===== src/rtl/ftsd_scan_ctl_if.sv =====
// Handshake/bus bundle between a display-value producer and ftsd_scan_ctl.
// master = producer (drives load/digits_in), slave = scan controller.
interface ftsd_scan_ctl_if #(
   parameter int unsigned DIGITS = 4,
   parameter int unsigned BCD_W  = 4
);
   logic                      load;
   logic [DIGITS*BCD_W-1:0]   digits_in;
   logic [BCD_W-1:0]          bcd_out;
   logic [DIGITS-1:0]         ftsd_ctl;
   logic                      frame_done;
   logic                      pending;

   modport master (
      output load, digits_in,
      input  bcd_out, ftsd_ctl, frame_done, pending
   );

   modport slave (
      input  load, digits_in,
      output bcd_out, ftsd_ctl, frame_done, pending
   );
endinterface


===== src/rtl/ftsd_scan_ctl.sv =====
// Time-multiplexed, double-buffered scan controller for a multi-digit 14-segment panel.
// Optional leading-zero blanking is enabled by defining FTSD_SCAN_LZB_EN.
module ftsd_scan_ctl #(
   parameter int unsigned      DIGITS       = 4,
   parameter int unsigned      BCD_W        = 4,
   parameter int unsigned      CNT_W        = 16,
   parameter logic [CNT_W-1:0] SCAN_CNT_MAX = 16'd49999
) (
   input logic            clk,
   input logic            rst_n,
   ftsd_scan_ctl_if.slave bus
);

   localparam int unsigned IDX_W = (DIGITS > 1) ? $clog2(DIGITS) : 1;
   localparam int unsigned VAL_W = DIGITS * BCD_W;

   typedef logic [IDX_W-1:0] idx_t;
   localparam idx_t LAST = idx_t'(DIGITS - 1);

   logic [CNT_W-1:0]  cnt_q, cnt_d;
   idx_t              idx_q, idx_d;
   logic [VAL_W-1:0]  shadow_q, shadow_d;
   logic [VAL_W-1:0]  disp_q, disp_d;
   logic              pending_q, pending_d;
   logic [BCD_W-1:0]  bcd_q, bcd_d;
   logic [DIGITS-1:0] ftsd_q, ftsd_d;
   logic              frame_done_q, frame_done_d;

   logic              tick;
   logic              boundary;
   idx_t              nidx;
   logic [BCD_W-1:0]  sel_val;
   logic [DIGITS-1:0] sel_ctl;
`ifdef FTSD_SCAN_LZB_EN
   logic              lead_zero;
`endif

   always_comb begin
      tick     = (cnt_q == SCAN_CNT_MAX);
      boundary = tick && (idx_q == LAST);
      cnt_d    = tick ? '0 : cnt_q + 1'b1;
      nidx     = boundary ? '0 : idx_q + 1'b1;
      idx_d    = tick ? nidx : idx_q;

      shadow_d = bus.load ? bus.digits_in : shadow_q;

      // A load on the boundary edge bypasses the shadow so it shows on that same edge.
      disp_d = disp_q;
      if (boundary && bus.load)
         disp_d = bus.digits_in;
      else if (boundary && pending_q)
         disp_d = shadow_q;

      pending_d = pending_q;
      if (boundary)
         pending_d = 1'b0;
      else if (bus.load)
         pending_d = 1'b1;

      sel_val = '0;
      sel_ctl = '1;
`ifdef FTSD_SCAN_LZB_EN
      lead_zero = 1'b1;
`endif
      for (int unsigned i = 0; i < DIGITS; i++) begin
         if (nidx == idx_t'(i)) begin
            sel_val    = disp_d[i*BCD_W +: BCD_W];
            sel_ctl[i] = 1'b0;
         end
`ifdef FTSD_SCAN_LZB_EN
         if ((idx_t'(i) >= nidx) && (disp_d[i*BCD_W +: BCD_W] != '0))
            lead_zero = 1'b0;
`endif
      end
`ifdef FTSD_SCAN_LZB_EN
      if ((nidx != '0) && lead_zero)
         sel_ctl = '1;
`endif

      bcd_d        = tick ? sel_val : bcd_q;
      ftsd_d       = tick ? sel_ctl : ftsd_q;
      frame_done_d = boundary;
   end

   always_ff @(posedge clk or negedge rst_n) begin
      if (!rst_n) begin
         cnt_q        <= '0;
         idx_q        <= '0;
         shadow_q     <= '0;
         disp_q       <= '0;
         pending_q    <= 1'b0;
         bcd_q        <= '0;
         ftsd_q       <= '1;
         frame_done_q <= 1'b0;
      end else begin
         cnt_q        <= cnt_d;
         idx_q        <= idx_d;
         shadow_q     <= shadow_d;
         disp_q       <= disp_d;
         pending_q    <= pending_d;
         bcd_q        <= bcd_d;
         ftsd_q       <= ftsd_d;
         frame_done_q <= frame_done_d;
      end
   end

   assign bus.bcd_out    = bcd_q;
   assign bus.ftsd_ctl   = ftsd_q;
   assign bus.pending    = pending_q;
   assign bus.frame_done = frame_done_q;

endmodule

===== src/flat_wrapper.sv =====
// flat-port wrapper written by rule: the top's interface ports become plain ports
module ftsd_scan_ctl_flat 
#(
   parameter int unsigned      DIGITS       = 4,
   parameter int unsigned      BCD_W        = 4,
   parameter int unsigned      CNT_W        = 16,
   parameter logic [CNT_W-1:0] SCAN_CNT_MAX = 16'd49999
)
  (clk, rst_n, bus_load, bus_digits_in, bus_bcd_out, bus_ftsd_ctl, bus_frame_done, bus_pending);
  ftsd_scan_ctl_if #(.DIGITS(DIGITS), .BCD_W(BCD_W)) bus_i ();
  input logic clk;
  input logic rst_n;
  input wire logic [$bits(bus_i.load)-1:0] bus_load;
  input wire logic [$bits(bus_i.digits_in)-1:0] bus_digits_in;
  output wire logic [$bits(bus_i.bcd_out)-1:0] bus_bcd_out;
  output wire logic [$bits(bus_i.ftsd_ctl)-1:0] bus_ftsd_ctl;
  output wire logic [$bits(bus_i.frame_done)-1:0] bus_frame_done;
  output wire logic [$bits(bus_i.pending)-1:0] bus_pending;
  assign bus_i.load = bus_load;
  assign bus_i.digits_in = bus_digits_in;
  assign bus_bcd_out = bus_i.bcd_out;
  assign bus_ftsd_ctl = bus_i.ftsd_ctl;
  assign bus_frame_done = bus_i.frame_done;
  assign bus_pending = bus_i.pending;
  ftsd_scan_ctl #(.DIGITS(DIGITS), .BCD_W(BCD_W), .CNT_W(CNT_W), .SCAN_CNT_MAX(SCAN_CNT_MAX)) u_core (.clk(clk), .rst_n(rst_n), .bus(bus_i));
endmodule

===== config.mk =====
export PLATFORM = sky130hd
export DESIGN_NAME = ftsd_scan_ctl_flat
export DESIGN_NICKNAME = d
export VERILOG_FILES = /design/src/rtl/ftsd_scan_ctl_if.sv /design/src/rtl/ftsd_scan_ctl.sv /design/src/flat_wrapper.sv
export SDC_FILE = /design/constraint.sdc
export NUM_CORES = 1
export LEC_CHECK = 0
export ABC_AREA = 1
export ABC_CLOCK_PERIOD_IN_PS = 5380
export CAP_MARGIN = 25
export CORE_AREA = 5 5 81 83
export CTS_CLUSTER_DIAMETER = 50
export DETAILED_ROUTE_END_ITERATION = 6
export DIE_AREA = 0 0 86 88
export PLACE_DENSITY_LB_ADDON = 0.25
export SETUP_SLACK_MARGIN = 0.2
export SLEW_MARGIN = 5
export SYNTH_ARGS = -nofsm -noshare
export SYNTH_HDL_FRONTEND = slang
export SYNTH_SLANG_ARGS = --single-unit

===== constraint.sdc =====
create_clock -name clk -period 5.38 [get_ports clk]
set_input_delay 0.538 -clock clk [delete_from_list [all_inputs] [get_ports clk]]
set_output_delay 0.538 -clock clk [all_outputs]
set_load 0.01 [all_outputs]

==> results of run 1 <==
-- registers in the layout, indices dropped and copies added, names as in the netlist --
name / flops
u_core.bus.ftsd_ctl: 4
u_core.bus.bcd_out: 4
u_core.bus.frame_done: 1
u_core.shadow_q: 16
u_core.bus.pending: 1
u_core.idx_q: 2
u_core.disp_q: 16
u_core.cnt_q: 16
-- cells in the final DEF (no fill, tap or decap), types with 3 or more instances in the layout --
master / n
sky130_fd_sc_hd__nor2_2: 3
sky130_fd_sc_hd__ha_1: 6
sky130_fd_sc_hd__nand4_1: 10
sky130_fd_sc_hd__nor3_1: 3
sky130_fd_sc_hd__o211ai_2: 3
sky130_fd_sc_hd__nand3_2: 3
sky130_fd_sc_hd__inv_1: 56
sky130_fd_sc_hd__a21oi_1: 4
sky130_fd_sc_hd__dfrtp_1: 56
sky130_fd_sc_hd__or2_0: 3
sky130_fd_sc_hd__and2_1: 11
sky130_fd_sc_hd__clkdlybuf4s50_1: 27
sky130_fd_sc_hd__nand3_1: 41
sky130_fd_sc_hd__nand2_1: 96
sky130_fd_sc_hd__nor2_1: 28
sky130_fd_sc_hd__dfstp_2: 4
sky130_fd_sc_hd__o21ai_0: 27
sky130_fd_sc_hd__clkbuf_8: 12
-- cells by family after synthesis --
| family | count (synthesis) |
|---|---|
| DFF | 60 |
| buffers and inverters | 70 |
| and+or+nand+nor | 207 |
| AOI/OAI and AO/OA | 40 |
| xor gates and xnor gates | 3 |
| adders and majority gates | 6 |
-- path summary, 6_finish.rpt --
kind                                      from                     to  slack (ps)  depth (start not counted)
hold / removal                           rst_n        u_core.cnt_q[8]         350                          2
max in group asynchronous                rst_n       u_core.disp_q[2]        4540                          2
hold reg to reg            u_core.shadow_q[14]    u_core.shadow_q[14]         480                          2
min in group clk           u_core.shadow_q[14]    u_core.shadow_q[14]         480                          2
setup / recovery               u_core.cnt_q[0]  u_core.bus.bcd_out[3]        3000                         13
setup reg to reg               u_core.cnt_q[0]  u_core.bus.bcd_out[3]        3000                         13
-- routing by layer --
layer,vias up,wire (um)
li1,1279,-
met1,1180,3290
met2,55,2970
met3,15,269
met4,0,130
met5,-,0
-- synth_stat cells, types with 2 or more instances --
cell type                  instances  share of area [%]
sky130_fd_sc_hd__nor4_1            2               0.40
sky130_fd_sc_hd__o211ai_2          3                1.2
sky130_fd_sc_hd__and2_1           11                2.2
sky130_fd_sc_hd__nand3_1          41                6.6
sky130_fd_sc_hd__inv_1            56                6.8
sky130_fd_sc_hd__a21oi_1           4               0.65
sky130_fd_sc_hd__dfrtp_1          56                 45
sky130_fd_sc_hd__o21ai_1           2               0.32
sky130_fd_sc_hd__nand2_2           2               0.40
sky130_fd_sc_hd__nand2_4           2               0.73
sky130_fd_sc_hd__dfstp_2           4                3.4
sky130_fd_sc_hd__ha_1              6                2.4
sky130_fd_sc_hd__nor2_1           28                3.4
sky130_fd_sc_hd__clkbuf_1          6               0.73
sky130_fd_sc_hd__xor2_1            2               0.57
sky130_fd_sc_hd__nor3_1            3               0.49
sky130_fd_sc_hd__o21ai_0          27                4.4
sky130_fd_sc_hd__or2_0             3               0.61
sky130_fd_sc_hd__inv_2             2               0.24
sky130_fd_sc_hd__buf_2             3               0.49
sky130_fd_sc_hd__clkinv_1          2               0.24
sky130_fd_sc_hd__nand3_2           3               0.97
sky130_fd_sc_hd__nand4_1          10                2.0
sky130_fd_sc_hd__nand2_1          96                 12
sky130_fd_sc_hd__nor2_2            3               0.61
-- report_power, final --
part	leakage [nW]	switching (mW)	total, mW	internal, mW
registers	0.702	0.00464	0.467	0.462
logic	0.978	0.0232	0.0395	0.0163
clock network	0.122	0.177	0.474	0.297
-- layout make-up --
class / instances / area, um2
fill: 501 / 2130
sequential: 60 / 1510
multi-input combinational: 256 / 1310
timing repair buffer: 29 / 283
inverter: 60 / 225
clock buffer: 12 / 165
tap: 75 / 93.8
clock inverter: 4 / 70.1
-- per-stage QoR --
step                      hold slack [ps]  power (mW)  setup slack (ps)  util (%)  cells
after floorplan                       242       0.487              3670         -    386
after global placement                467       0.514              2980      59.1    480
after detailed placement              471       0.515              2940      59.1    480
after CTS                             372       0.989              3040      63.2    496
after global routing                  436        1.02              2730      63.2    496
final                                 355       0.980              3000      63.2    496
==> flow_summary.json, run 1 <==
{
  "max_freq_ghz": 0.420,
  "routed-via-count": 2529,
  "floorplan.initialDensity_pct": 53.4,
  "grt_util_met2_pct": 30.9,
  "grt_start_max_net_pins": 61,
  "grt.met1_usage_pct": 27.3,
  "die_h_um": 88,
  "clock_path_buffers": 2,
  "power.leakage_nw": 1.80,
  "via_density_per_instance": 5.10,
  "final.period_utilization_pct": 44.2,
  "criticalPathCategory": "flop to flop",
  "outcome": "finished clean",
  "synth_fp_nets": 411,
  "vdd_ir_max_uv": 170,
  "cts.hold.buffers_added": 0,
  "rsz0062_at_grt": "false",
  "dominant_combinational_cell_family_by_area_after_synthesis": "simple AND/OR/NAND/NOR gates",
  "synthesis.area_per_instance_um2": 8.00,
  "chipWidth_um": 86,
  "h_tree_levels": 3,
  "timing.critical_path.fanout_max": 13,
  "cts_root_buf": "sky130_fd_sc_hd__clkbuf_8",
  "setup_viol": 0,
  "yosysWarningCount": 0,
  "totalWireLength_mm": 6.65,
  "antenna_found_initial": 0,
  "synth-xor-area-share_pct": 0.851,
  "drtPass1Iterations": 4,
  "edff_count_synth": 0,
  "mappedNetlistArea_um2": 3090,
  "fraction_of_final_layout_cells_sized_beyond_drive_strength_1_pct": 9.74,
  "design_area_um2": 3650,
  "seq_area_frac_synth_pct": 48.8,
  "routed_wire_length_per_instance_um": 13.4,
  "synthArstFlopShare_pct": 100,
  "final_max_slew_viol_count": 0,
  "hold_class": "primary input to asynchronous set/reset pin",
  "clock_tree_from_tritoncts": "done",
  "dpl.hpwl_mm": 4.57,
  "skew_ps": 8.98,
  "slew_headroom_pct": 50.4,
  "synth_seq_cells": 60,
  "overflow_left_after_global_routing": 0,
  "synth.distinct_cells": 34,
  "global_route_wire_length_before_repair_mm": 11.9,
  "max_stage_delay_ps": 440,
  "drt_first_iter_violations": 68,
  "placeableCoreArea_um2": 5780,
  "portBuffers": 28,
  "worstPathCellList": "ha_1 > nand3_1 > inv_1 > nand2_1 > nor2_2 > nand3_1 > clkinv_1 > nand2_1 > nand3_1 > nand2_1 > inv_1 > nand2_1 > nand2_1",
  "synth_simple_gate_area_share_pct": 31.6,
  "drcViolationCount": 0,
  "track_usage_pct": 20.0,
  "insertion_delay_ps": 330,
  "timing.critical_path.required_ps": 5650,
  "endpoint_class_of_the_critical_path": "flop",
  "finalCriticalPeriod_ps": 2380,
  "via_count_of_the_first_global_routing_pass": 2546,
  "row_count": 28,
  "layout.nets": 441,
  "cpLargestDelayFamily": "simple AND/OR/NAND/NOR gates",
  "worst_slew_pin_slew_ps": 741,
  "cts_setup_buffers": 0,
  "detail-route-antenna-nets": 0,
  "groute.layer.met3.usage_pct": 3.57,
  "flow.area_growth_from_synthesis_pct": 18.2,
  "timing.critical_path.arrival_ps": 2650,
  "mux_share_of_post_synthesis_cell_area_pct": 0,
  "synthesis.instances": 386,
  "power_density_nw_per_um2": 268,
  "max_cap_viol_count": 0,
  "cp.buffers_inverters": 3,
  "hold_violations": 0,
  "gp_routability_congestion": 0.900,
  "start_kind": "flop",
  "critical-path-top-cell-by-count": "sky130_fd_sc_hd__nand2_1",
  "dieArea_um2": 7570,
  "synth_flop_cell": "sky130_fd_sc_hd__dfrtp_1",
  "clkSinkCount": 60,
  "num_antenna_cells": 0,
  "clkSlewWorstSetupHoldPaths_ps": 70,
  "synth_fa_ha_area_share_pct": 2.43,
  "top_usage_layer": "met2",
  "post_cts_resize_count": 0,
  "cts_made_buffers": 9,
  "design.portCount": 29,
  "placed_area_um2": 3420,
  "synth-compound-area-share_pct": 7.49,
  "worst_path_max_delay_cell": "sky130_fd_sc_hd__nor2_2",
  "final.setup.tns_ps": 0
}
Power figures use the tool's default switching activity.
==> inputs of run 2 (changes only) <==
Settings changed: ABC_CLOCK_PERIOD_IN_PS 5380 to 1940, CORE_AREA 5 5 81 83 to 5 5 84 86, DIE_AREA 0 0 86 88 to 0 0 89 91.
Clock period 5.38 ns to 1.94 ns, I/O delays scaled along.
==> run 2 against run 1 <==
Effect of this change: total power grew to 2.8 times the previous value; final area increased by 11%; largest power group unchanged; critical path depth fell by 2; setup slack got worse by 2800 ps; combinational power rose to 3.1 times the previous value; utilization grew 2.4 points.
==> flow_summary.json, run 2 (synthesized netlist as in run 1, its figures left out) <==
{
  "outcome": "finished clean",
  "via_count_of_the_first_global_routing_pass": 2546,
  "layout.core_utilization_pct": 65.6,
  "post-layout-total-power_mw": 2.76,
  "flow.area_growth_from_synthesis_pct": 31.7,
  "power_density_nw_per_um2": 678,
  "start_kind": "flop",
  "final_max_slew_viol_count": 0,
  "track_usage_pct": 18.8,
  "placed_area_um2": 3570,
  "cts_made_buffers": 9,
  "floorplan.initialDensity_pct": 49.8,
  "chipWidth_um": 89,
  "vdd_ir_max_uv": 465,
  "routed_wire_length_per_instance_um": 14.2,
  "post-place-ws_ps": -27.2,
  "design_area_um2": 4070,
  "max_freq_ghz": 0.560,
  "totalWireLength_mm": 7.46,
  "max_cap_viol_count": 0,
  "final.period_utilization_pct": 92.0,
  "global_route_wire_length_before_repair_mm": 11.9,
  "insertion_delay_ps": 330,
  "hold_violations": 0,
  "worst_slew_pin_slew_ps": 635,
  "dieArea_um2": 8100,
  "timing.critical_path.arrival_ps": 2000,
  "layout_top_registers": "u_core.cnt_q (16), u_core.disp_q (16), u_core.shadow_q (16)",
  "skew_ps": 12.1,
  "finalCriticalPeriod_ps": 1790,
  "drtPass1Iterations": 4,
  "drt_first_iter_violations": 111,
  "clkSinkCount": 60,
  "worst_path_max_delay_cell": "sky130_fd_sc_hd__dfrtp_1",
  "cp.buffers_inverters": 1,
  "via_density_per_instance": 5.14,
  "portBuffers": 28,
  "gp_routability_congestion": 0.827,
  "placeableCoreArea_um2": 6200,
  "criticalPathCategory": "flop to flop",
  "detail-route-antenna-nets": 0,
  "num_antenna_cells": 0,
  "commonest_non_fill_non_tap_cell_in_the_layout": "sky130_fd_sc_hd__nand2_1",
  "routed-via-count": 2707,
  "hold_class": "primary input to asynchronous set/reset pin",
  "worstPathCellList": "ha_4 > nand3_4 > nor2_4 > nand4_2 > buf_4 > nand2_1 > nand3_1 > nand3_1 > nand3_1 > nand2_1 > nand2_1",
  "endpoint_class_of_the_critical_path": "flop",
  "clock_path_buffers": 2,
  "cts_root_buf": "sky130_fd_sc_hd__clkbuf_8",
  "layout.nets": 470,
  "h_tree_levels": 3,
  "overflow_left_after_global_routing": 0,
  "clkSlewWorstSetupHoldPaths_ps": 70,
  "die_h_um": 91,
  "dpl.hpwl_mm": 5.16,
  "rsz0062_at_grt": "true",
  "row_count": 29,
  "grt_start_max_net_pins": 28,
  "cpLargestDelayFamily": "simple AND/OR/NAND/NOR gates",
  "max_stage_delay_ps": 410,
  "slew_headroom_pct": 57.7,
  "power.leakage_nw": 1.96,
  "setup_viol": 0,
  "clock_tree_from_tritoncts": "done",
  "setup_ws_ps": 154,
  "timing.critical_path.fanout_max": 4,
  "design.portCount": 29,
  "timing.critical_path.required_ps": 2150,
  "antenna_found_initial": 0,
  "layout.cells.most_common_list": "91 x sky130_fd_sc_hd__nand2_1, 55 x sky130_fd_sc_hd__dfrtp_1, 49 x sky130_fd_sc_hd__inv_1, 33 x sky130_fd_sc_hd__nand3_1, 27 x sky130_fd_sc_hd__clkdlybuf4s50_1",
  "drcViolationCount": 0,
  "fraction_of_final_layout_cells_sized_beyond_drive_strength_1_pct": 22.7
}
## run 2: power by group
group / switching, mW / internal [mW]
clock: 0.493 / 0.851
combinational: 0.0685 / 0.0530
sequential: 0.0135 / 1.28
total: 0.575 / 2.18
## run 2: layer usage
metal  track usage (%)  vias to the layer above  part of all wire, %
met2              28.4                       58                   48
met5                 0                        -                    0
li1                  -                     1346                    -
met3              3.35                        6                  4.3
met1              27.0                     1297                   47
met4              6.70                        0                 0.90
## run 2: cell type report
class	count	area, um2
fillers	504	2140
flip-flops and latches	60	1510
multi-input cells	256	1470
repair buffers	58	531
inverters	60	235
clock buffers	11	131
clock inverters	5	100
well taps	77	96.3
## run 2: worst paths after layout
path	slack (ps)	depth (start not counted)	start	end
max in group asynchronous	880	3	rst_n	u_core.cnt_q[0]
setup / recovery	150	11	u_core.cnt_q[1]	u_core.bus.bcd_out[2]
hold reg to reg	490	2	u_core.bus.ftsd_ctl[0]	u_core.bus.ftsd_ctl[0]
hold / removal	420	2	rst_n	u_core.cnt_q[8]
min in group clk	430	3	bus_digits_in[2]	u_core.shadow_q[2]
setup reg to reg	150	11	u_core.cnt_q[1]	u_core.bus.bcd_out[2]
## run 2: repair_timing
action	4_1_cts	5_1_grt
gates resized for setup	15	40
buffers inserted	2	8
pin swaps	1	11
endpoints found under the setup margin	20	9
hold endpoints to repair	21	0
hold buffers	1	0
## run 2: metrics by stage
stage | std cells | hold slack (ps) | setup TNS [ps]
2_1_floorplan | 386 | -102 | 0
3_5_place_dp | 500 | 257 | -46.0
4_1_cts | 519 | 422 | 0
6_report | 527 | 419 | 0
3_3_place_gp | 500 | 256 | 0
5_1_grt | 527 | 453 | 0
==> inputs of run 3 (changes only) <==
Settings changed: GPL_TIMING_DRIVEN set to 0.
==> run 3 against run 2 <==
Effect of this change: final cell count rose by 0.57%; sequential power barely moved; hold slack got worse by 140 ps; critical path type unchanged.
==> flow_summary.json, run 3 (synthesized netlist as in run 1, its figures left out) <==
{
  "hold_path_depth": 2,
  "die_h_um": 91,
  "drtPass1Iterations": 4,
  "p_switching_uw": 601,
  "grt_start_max_net_pins": 61,
  "fillCellCount": 494,
  "rsz0062_at_grt": "true",
  "cts_made_buffers": 9,
  "via_count_of_the_first_global_routing_pass": 2626,
  "power_switching_share_pct": 23.2,
  "drt_first_iter_violations": 156,
  "max_cap_viol_count": 0,
  "insertion_delay_ps": 350,
  "clkSlewWorstSetupHoldPaths_ps": 70,
  "finalCriticalPeriod_ps": 1840,
  "power.leakage_nw": 1.96,
  "clkSinkCount": 60,
  "cp.buffers_inverters": 4,
  "floorplan.initialDensity_pct": 49.8,
  "chipWidth_um": 89,
  "fraction_of_final_layout_cells_sized_beyond_drive_strength_1_pct": 24.7,
  "dieArea_um2": 8100,
  "layout.nets": 473,
  "clkPwrFrac_pct": 45.6,
  "power_density_nw_per_um2": 629,
  "setup_viol": 0,
  "timing.critical_path.fanout_max": 5,
  "hold_path.startpoint": "bus_load",
  "design.portCount": 29,
  "via_density_per_instance": 5.19,
  "final_max_slew_viol_count": 0,
  "row_count": 29,
  "timing.critical_path.arrival_ps": 2080,
  "vdd_ir_max_uv": 537,
  "worst_path_max_delay_cell": "sky130_fd_sc_hd__dfrtp_1",
  "placeableCoreArea_um2": 6200,
  "detail-route-antenna-nets": 0,
  "slew_headroom_pct": 50.2,
  "final.setup.tns_ps": 0,
  "design_area_um2": 4110,
  "antenna_found_initial": 0,
  "commonest_non_fill_non_tap_cell_in_the_layout": "sky130_fd_sc_hd__nand2_1",
  "critical-path-top-cell-by-count": "sky130_fd_sc_hd__nand2_1",
  "portBuffers": 27,
  "outcome": "finished clean",
  "track_usage_pct": 19.6,
  "capture_instance_of_the_worst_register_to_register_path": "u_core.bus.bcd_out[3]",
  "drcViolationCount": 0,
  "clock_tree_from_tritoncts": "done",
  "cpLargestDelayFamily": "simple AND/OR/NAND/NOR gates",
  "placed_area_um2": 3450,
  "global_route_wire_length_before_repair_mm": 12.3,
  "intPower_mw": 1.99,
  "hold_violations": 0,
  "max_stage_delay_ps": 430,
  "finalNonFillerCells": 530,
  "num_antenna_cells": 0,
  "reg2regPathDepth": 14,
  "reg2reg_setup_slack_ps": 100,
  "clock_path_buffers": 2,
  "start_kind": "flop",
  "layout.cells.most_common_list": "92 x sky130_fd_sc_hd__nand2_1, 55 x sky130_fd_sc_hd__dfrtp_1, 52 x sky130_fd_sc_hd__inv_1, 26 x sky130_fd_sc_hd__clkdlybuf4s50_1, 23 x sky130_fd_sc_hd__o21ai_0",
  "max_freq_ghz": 0.542,
  "cts_root_buf": "sky130_fd_sc_hd__clkbuf_8",
  "final.period_utilization_pct": 95.1,
  "routed_wire_length_per_instance_um": 14.3,
  "place_inst": 490,
  "worstHoldEndpoint": "u_core.shadow_q[10]",
  "worst_slew_pin_slew_ps": 748,
  "criticalPathCategory": "flop to flop",
  "h_tree_levels": 3,
  "critical_path.reg2reg.startpoint": "u_core.cnt_q[11]",
  "endpoint_class_of_the_critical_path": "flop",
  "comb_power_share_pct": 4.3,
  "totalWireLength_mm": 7.59,
  "gp_routability_congestion": 0.859,
  "power.sequential.fraction_pct": 50.1,
  "timing.critical_path.required_ps": 2180,
  "dpl.hpwl_mm": 4.86,
  "routed-via-count": 2753,
  "hold_class": "primary input to flop",
  "worstPathCellList": "buf_6 > inv_4 > nand2_1 > nor2_1 > nand2_1 > nor2_4 > buf_6 > nand4_1 > nand3_2 > nand3_2 > nand2_1 > inv_1 > nand2_2 > nand2_1",
  "flow.area_growth_from_synthesis_pct": 33.0,
  "layout_top_registers": "u_core.cnt_q (16), u_core.disp_q (16), u_core.shadow_q (16)",
  "overflow_left_after_global_routing": 0,
  "skew_ps": 9.58
}
==> run 3: what timing repair did <==
item,4_1_cts,5_1_grt
gates resized for setup,43,35
setup buffers,13,9
gates cloned,1,0
endpoints found under the setup margin,25,20
hold buffers,1,0
endpoints found under the hold margin,56,0
pin swaps,13,17
==> run 3: area by class of cell <==
cell class	count	area [um2]	share of cell area, %
buffer	10	68.8	1.67
clock buffer	12	155	3.77
clock inverter	4	47.5	1.16
inverter	60	239	5.81
multi-input combinational	256	1520	36.9
sequential	60	1510	36.7
tap	77	96.3	2.34
timing repair buffer	51	478	11.6
==> run 3: power by group through the flow <==
stage               Sequential [mW]  Clock, mW  Combinational (mW)
floorplan                      1.31          0              0.0382
global placement               1.32          0               0.110
detailed placement             1.32          0               0.112
CTS                            1.29       1.19               0.115
global route                   1.30       1.24               0.129
finish                         1.30       1.18               0.112
==> run 3: metal layers <==
| metal | vias to the layer above | share of wire [%] | track usage, % | routed length [um] |
|---|---|---|---|---|
| met4 | 0 | 2.2 | 7.82 | 170 |
| met3 | 19 | 6.3 | 6.52 | 478 |
| met2 | 78 | 45 | 28.1 | 3430 |
| met5 | - | 0 | 0 | 0 |
| li1 | 1352 | - | - | - |
| met1 | 1304 | 46 | 27.2 | 3520 |
==> run 3: how the worst max path moves through the flow <==
stage | slack (ps) | to | start | depth (start not counted)
floorplan | 230 | u_core.bus.bcd_out[2] | u_core.cnt_q[0] | 13
global placement | -1250 | u_core.shadow_q[2] | rst_n | 1
detailed placement | -160 | u_core.bus.bcd_out[2] | u_core.cnt_q[0] | 11
CTS | 160 | u_core.bus.bcd_out[0] | u_core.cnt_q[11] | 11
global route | -20 | u_core.bus.bcd_out[3] | u_core.cnt_q[11] | 14
finish | 100 | u_core.bus.bcd_out[3] | u_core.cnt_q[11] | 14
==> run 3: per-stage QoR <==
step,util [%],power [mW],worst slack [ps],hold WS [ps]
floorplan,-,1.35,227,-102
finish,66.2,2.59,95.4,279
global route,66.2,2.66,-23.8,295
global placement,55.7,1.43,-1250,467
detailed placement,55.7,1.43,-161,311
CTS,63.8,2.60,164,268
==> run 3: worst reg2reg max path: stages (launching register included) <==
cell and delay [ps]:
sky130_fd_sc_hd__dfrtp_1 430, sky130_fd_sc_hd__buf_6 140, sky130_fd_sc_hd__inv_4 50, sky130_fd_sc_hd__nand2_1 40
sky130_fd_sc_hd__nor2_1 110, sky130_fd_sc_hd__nand2_1 100, sky130_fd_sc_hd__nor2_4 190, sky130_fd_sc_hd__buf_6 150
sky130_fd_sc_hd__nand4_1 100, sky130_fd_sc_hd__nand3_2 120, sky130_fd_sc_hd__nand3_2 60, sky130_fd_sc_hd__nand2_1 90
sky130_fd_sc_hd__inv_1 50, sky130_fd_sc_hd__nand2_2 60, sky130_fd_sc_hd__nand2_1 40
